File: config.mk
export PLATFORM = sky130hd
export DESIGN_NAME = inv_mix_columns_iter_flat
export DESIGN_NICKNAME = d
export VERILOG_FILES = /design/src/rtl/aes_pkg.sv /design/src/rtl/inv_mix_columns_iter_if.sv /design/src/rtl/inv_mix_single_column.sv /design/src/rtl/inv_mix_columns_iter.sv /design/src/flat_wrapper.sv
export SDC_FILE = /design/constraint.sdc
export NUM_CORES = 1
export LEC_CHECK = 0
export BUFFER_PORTS_ARGS = -buffer_cell sky130_fd_sc_hd__buf_2
export CAP_MARGIN = 20
export CORE_ASPECT_RATIO = 0.6
export CORE_MARGIN = 8
export CORE_UTILIZATION = 30
export CTS_BUF_LIST = sky130_fd_sc_hd__clkbuf_4
export CTS_CLUSTER_DIAMETER = 30
export CTS_CLUSTER_SIZE = 10
export DETAILED_ROUTE_END_ITERATION = 6
export HOLD_SLACK_MARGIN = 0.1
export PLACE_DENSITY_LB_ADDON = 0.15
export SLEW_MARGIN = 30
export SYNTH_ARGS = -nofsm -noshare
export SYNTH_HDL_FRONTEND = slang
export SYNTH_SLANG_ARGS = --single-unit
File: constraint.sdc
create_clock -name clk -period 8.9 [get_ports clk]
set_input_delay 1.335 -clock clk [delete_from_list [all_inputs] [get_ports clk]]
set_output_delay 1.335 -clock clk [all_outputs]
set_load 0.03 [all_outputs]
File: src/rtl/aes_pkg.sv
// aes_pkg: shared AES widths, GF(2^8) reduction constant, FSM state enum and xtime helper.
// No ports; imported by the interface, the column sub-module and the top.
package aes_pkg;
    localparam int STATE_W = 128;
    localparam int COL_W = 32;
    localparam int N_COLS = 4;
    localparam logic [7:0] RED_POLY = 8'h1B;
    typedef enum logic [1:0] {IDLE, BUSY, DONE} state_t;
    function automatic logic [7:0] xtime(input logic [7:0] b);
        return {b[6:0], 1'b0} ^ (b[7] ? RED_POLY : 8'h00);
    endfunction
endpackage

File: src/rtl/inv_mix_columns_iter_if.sv
// inv_mix_columns_iter_if: valid/ready stream bus carrying one 128-bit AES state in and out.
// Signals: stateIn/inValid/inReady (input side), stateOut/outValid/outReady (output side).
// Modports: master drives stateIn/inValid/outReady, slave (the block) drives inReady/stateOut/outValid.
interface inv_mix_columns_iter_if;
    import aes_pkg::*;
    logic [STATE_W-1:0] stateIn;
    logic [STATE_W-1:0] stateOut;
    logic inValid;
    logic inReady;
    logic outValid;
    logic outReady;
    modport master (output stateIn, inValid, outReady, input inReady, stateOut, outValid);
    modport slave (input stateIn, inValid, outReady, output inReady, stateOut, outValid);
endinterface

File: src/rtl/inv_mix_single_column.sv
// inv_mix_single_column: combinational InvMixColumns of one 32-bit column, xtime chains and XOR only.
// Ports: col_in (row-0 byte in [31:24]), col_out (same layout).
module inv_mix_single_column
    import aes_pkg::*;
(
    input  logic [COL_W-1:0] col_in,
    output logic [COL_W-1:0] col_out
);
    logic [7:0] s [4];
    logic [7:0] m9 [4];
    logic [7:0] mb [4];
    logic [7:0] md [4];
    logic [7:0] me [4];
    for (genvar i = 0; i < 4; i++) begin : g_byte
        logic [7:0] x2, x4, x8;
        assign s[i]  = col_in[COL_W-1-8*i -: 8];
        assign x2    = xtime(s[i]);
        assign x4    = xtime(x2);
        assign x8    = xtime(x4);
        assign m9[i] = x8 ^ s[i];
        assign mb[i] = x8 ^ x2 ^ s[i];
        assign md[i] = x8 ^ x4 ^ s[i];
        assign me[i] = x8 ^ x4 ^ x2;
    end
    assign col_out = {me[0] ^ mb[1] ^ md[2] ^ m9[3],
                      m9[0] ^ me[1] ^ mb[2] ^ md[3],
                      md[0] ^ m9[1] ^ me[2] ^ mb[3],
                      mb[0] ^ md[1] ^ m9[2] ^ me[3]};
endmodule

File: src/rtl/inv_mix_columns_iter.sv
// inv_mix_columns_iter: iterative AES InvMixColumns, one column per cycle through a shared column unit.
// Ports: clk, rst_n (async active-low), bus (slave modport: stateIn/inValid/inReady in, stateOut/outValid/outReady out).
module inv_mix_columns_iter
    import aes_pkg::*;
(
    input  logic clk,
    input  logic rst_n,
    inv_mix_columns_iter_if.slave bus
);
    state_t state, state_nx;
    logic [1:0] col_cnt;
    logic [STATE_W-1:0] data_q;
    logic [STATE_W-1:0] state_out;
    logic [COL_W-1:0] col_in, col_out;
    assign col_in = data_q[{col_cnt, 5'b0} +: COL_W];
    inv_mix_single_column u_col (.col_in(col_in), .col_out(col_out));
    always_ff @(posedge clk or negedge rst_n) begin
        if (!rst_n) state <= IDLE;
        else        state <= state_nx;
    end
    always_comb begin
        state_nx = state;
        unique case (state)
            IDLE:    state_nx = bus.inValid ? BUSY : IDLE;
            BUSY:    state_nx = (col_cnt == 2'(N_COLS - 1)) ? DONE : BUSY;
            DONE:    state_nx = bus.outReady ? IDLE : DONE;
            default: state_nx = IDLE;
        endcase
    end
    // inReady is gated by rst_n so it drops the instant reset asserts and rises as soon as it releases.
    always_comb begin
        bus.inReady  = (state == IDLE) && rst_n;
        bus.outValid = (state == DONE);
        bus.stateOut = state_out;
    end
    // col_cnt naturally wraps 3->0 on the same edge that leaves BUSY.
    always_ff @(posedge clk or negedge rst_n) begin
        if (!rst_n) begin
            col_cnt   <= '0;
            data_q    <= '0;
            state_out <= '0;
        end else if (state == IDLE && bus.inValid) begin
            data_q  <= bus.stateIn;
            col_cnt <= '0;
        end else if (state == BUSY) begin
            state_out[{col_cnt, 5'b0} +: COL_W] <= col_out;
            col_cnt <= col_cnt + 2'd1;
        end
    end
endmodule

File: src/flat_wrapper.sv
// flat-port wrapper written by rule: the top's interface ports become plain ports
module inv_mix_columns_iter_flat import aes_pkg::*;
  (clk, rst_n, bus_stateIn, bus_inValid, bus_outReady, bus_inReady, bus_stateOut, bus_outValid);
  inv_mix_columns_iter_if bus_i ();
  input  logic clk;
  input  logic rst_n;
  input wire logic [$bits(bus_i.stateIn)-1:0] bus_stateIn;
  input wire logic [$bits(bus_i.inValid)-1:0] bus_inValid;
  input wire logic [$bits(bus_i.outReady)-1:0] bus_outReady;
  output wire logic [$bits(bus_i.inReady)-1:0] bus_inReady;
  output wire logic [$bits(bus_i.stateOut)-1:0] bus_stateOut;
  output wire logic [$bits(bus_i.outValid)-1:0] bus_outValid;
  assign bus_i.stateIn = bus_stateIn;
  assign bus_i.inValid = bus_inValid;
  assign bus_i.outReady = bus_outReady;
  assign bus_inReady = bus_i.inReady;
  assign bus_stateOut = bus_i.stateOut;
  assign bus_outValid = bus_i.outValid;
  inv_mix_columns_iter u_core (.clk(clk), .rst_n(rst_n), .bus(bus_i));
endmodule
==> out/qor.yml <==
synth_area_per_cell_um2: 13.3
drv_cap: 0
finalNetCount: 1356
track_usage_pct: 16.3
hold_buffers: 0
synthAdderAreaFrac_pct: 0.598
cts_max_level: 2
port_buffers: 261
synth.top_cell.area_share_pct: 51.9
startpoint: "u_core.col_cnt[0]$_DFFE_PN0P_"
synth_edf_count: 0
via_per_inst: 4.55
syn_inst: 946
grt_pass1_wl_mm: 60.2
drc: 0
synthTopCellsByArea: "dfrtp_1 (52%), mux2_2 (12%), xnor2_1 (6.9%)"
drt_iter0_drc: 385
yosysTopAreaCell: "dfrtp_1"
vias: 8327
worstMarginPinSlew_ns: 0.867
cpLargestDelayFamily: "XOR/XNOR gates"
dieHeight_um: 174
worstSetupStartpointType: "flop"
utilization_pct: 36.5
die_x_um: 280
rsz0062_at_grt: "false"
cts_resized: 0
worst_setup_path_end_kind: "flop"
post_cts_buffers: 0
synth_nets: 1084
tns_ns: 0
relSlewSlack_pct: 41.8
synth_cell_types: 32
yosysWarnings: 0
hpwl_mm: 29.3
worstSetupPathType: "flop to flop"
holdWs_ns: 0.481
synth.top_cells.by_count: "dfrtp_1 (260), mux2_2 (129), nand2_1 (129)"
crit_fanout: 26
worstPathCellList: "buf_4 -> mux4_2 -> xor2_1 -> xnor3_1 -> xnor2_1 -> xor2_1 -> o21ai_0"
cts.sinks: 260
fp-row-count: 58
gp_congestion: 0.856
finalClockSkew_ns: 0.0666
required_ns: 9.43
avgRoutedWirePerCell_um: 21.8
cts_root_buffer: "clkbuf_4"
syn2layout_area_growth_pct: 21.1
timing.fmax_ghz: 0.231
synth-simple-area-share_pct: 4.42
cts_tree: "done"
die-area_um2: 48800
yosys.area_share.xor_xnor_pct: 18.0
async_reset_ff_share_pct: 100
cts_buffers: 50
drive_above_1_share_pct: 43.8
synth_top_family_by_area: "XOR/XNOR gates"
ys.flop_type: "dfrtp_1"
path_buf_inv: 1
hp-class: "flop to flop"
ant_nets: 0
hold_viol: 0
worst-endpoint-arrival_ns: 4.87
synth.most_common_cell: "dfrtp_1"
max_stage_delay_ns: 0.73
synth_compound_area_share_pct: 5.44
grt_overflow: 0
fin_crit_ns: 4.34
grt_pass1_vias: 9015
antenna_found_initial: 2
setup_viol: 0
synth_seq_area_share_pct: 51.9
period_share_pct: 48.7
synth_area_um2: 12500
cp_slowest_cell: "mux4_2"
synth-seq-cells: 260
design.core.area_um2: 41600
rr_startpoint: "u_core.col_cnt[0]$_DFFE_PN0P_"
drv_slew: 0
min-delay-start: "u_core.bus.stateOut[72]$_DFFE_PN0P_"
io-pin-count: 262
clkSlewWorstSetupHoldPaths_ns: 0.09
firstDrtPassIters: 5
initial_core_util_pct: 30.2
max-clock-path-buffers: 3
drt_wl_total_mm: 39.8
yosys-mux-area-fraction_pct: 17.3
grt_max_degree: 91
status: "completed"
path_common_cell: "xor2_1"
clock_latency_ns: 0.73
-- state kept, by name, indices dropped and copies added (netlist names) --
| name | cells |
|---|---|
| u_core.state | 2 |
| u_core.bus.stateOut | 128 |
| u_core.data_q | 128 |
| u_core.col_cnt | 2 |
-- layer usage --
| layer | wire length [um] | part of all wire [%] | global-route usage (%) |
|---|---|---|---|
| met1 | 19400 | 49 | 23.7 |
| met2 | 17500 | 44 | 24.2 |
| met3 | 2420 | 6.1 | 4.37 |
| met4 | 517 | 1.3 | 2.74 |
| met5 | 10 | 0.025 | 0 |
-- cell usage in the layout, fill, tap and decap left out, drive strengths merged, types with 6 or more instances in the layout --
| cell type | count |
|---|---|
| buf | 274 |
| clkbuf | 58 |
| clkinv | 20 |
| clkinvlp | 7 |
| dfrtp | 260 |
| ha | 6 |
| inv | 10 |
| mux2 | 129 |
| mux4 | 32 |
| nand2 | 129 |
| o21ai | 125 |
| xnor2 | 116 |
| xnor3 | 25 |
| xor2 | 44 |
-- tightest hold or removal path: stages (launching register included) --
cell and delay (ns):
dfrtp_1 0.35, nand2_1 0.04, o21ai_0 0.06
-- path summary, 6_finish.rpt --
| check | slack [ns] | depth (start not counted) | endpoint |
|---|---|---|---|
| hold reg to reg | 0.48 | 2 | u_core.bus.stateOut[72]$_DFFE_PN0P_ |
| setup / recovery | 4.56 | 7 | u_core.bus.stateOut[90]$_DFFE_PN0P_ |
| max in group asynchronous | 6.90 | 2 | u_core.bus.stateOut[61]$_DFFE_PN0P_ |
| setup reg to reg | 4.56 | 7 | u_core.bus.stateOut[90]$_DFFE_PN0P_ |
| hold / removal | 0.48 | 2 | u_core.bus.stateOut[72]$_DFFE_PN0P_ |
| min in group asynchronous | 0.64 | 1 | u_core.state[1]$_DFF_PN0_ |
-- cell families after synthesis --
group	after synthesis
mux	161
simple gates	140
fa+ha+maj	6
xor+xnor	186
flops	260
compound gates	132
buf+inv	61
-- stage by stage --
step	instance area, um2	instances	worst slack [ns]
final	15200	1830	4.56
after global routing	15200	1830	4.28
after CTS	15200	1829	4.52
after detailed placement	14400	1736	4.51
after global placement	14400	1736	4.55
after floorplan	12500	946	5.50
-- layout make-up --
cell class / count / area, um2
antenna: 1 / 2.50
sequential: 260 / 6510
clock buffer: 58 / 435
timing repair buffer: 274 / 1420
fill: 4187 / 26400
clock inverter: 35 / 333
multi-input combinational: 625 / 5750
inverter: 7 / 26.3
tap: 570 / 713
Power is not shown: default switching activity piles up to over one toggle a cycle in this logic, so the estimate is an artifact.
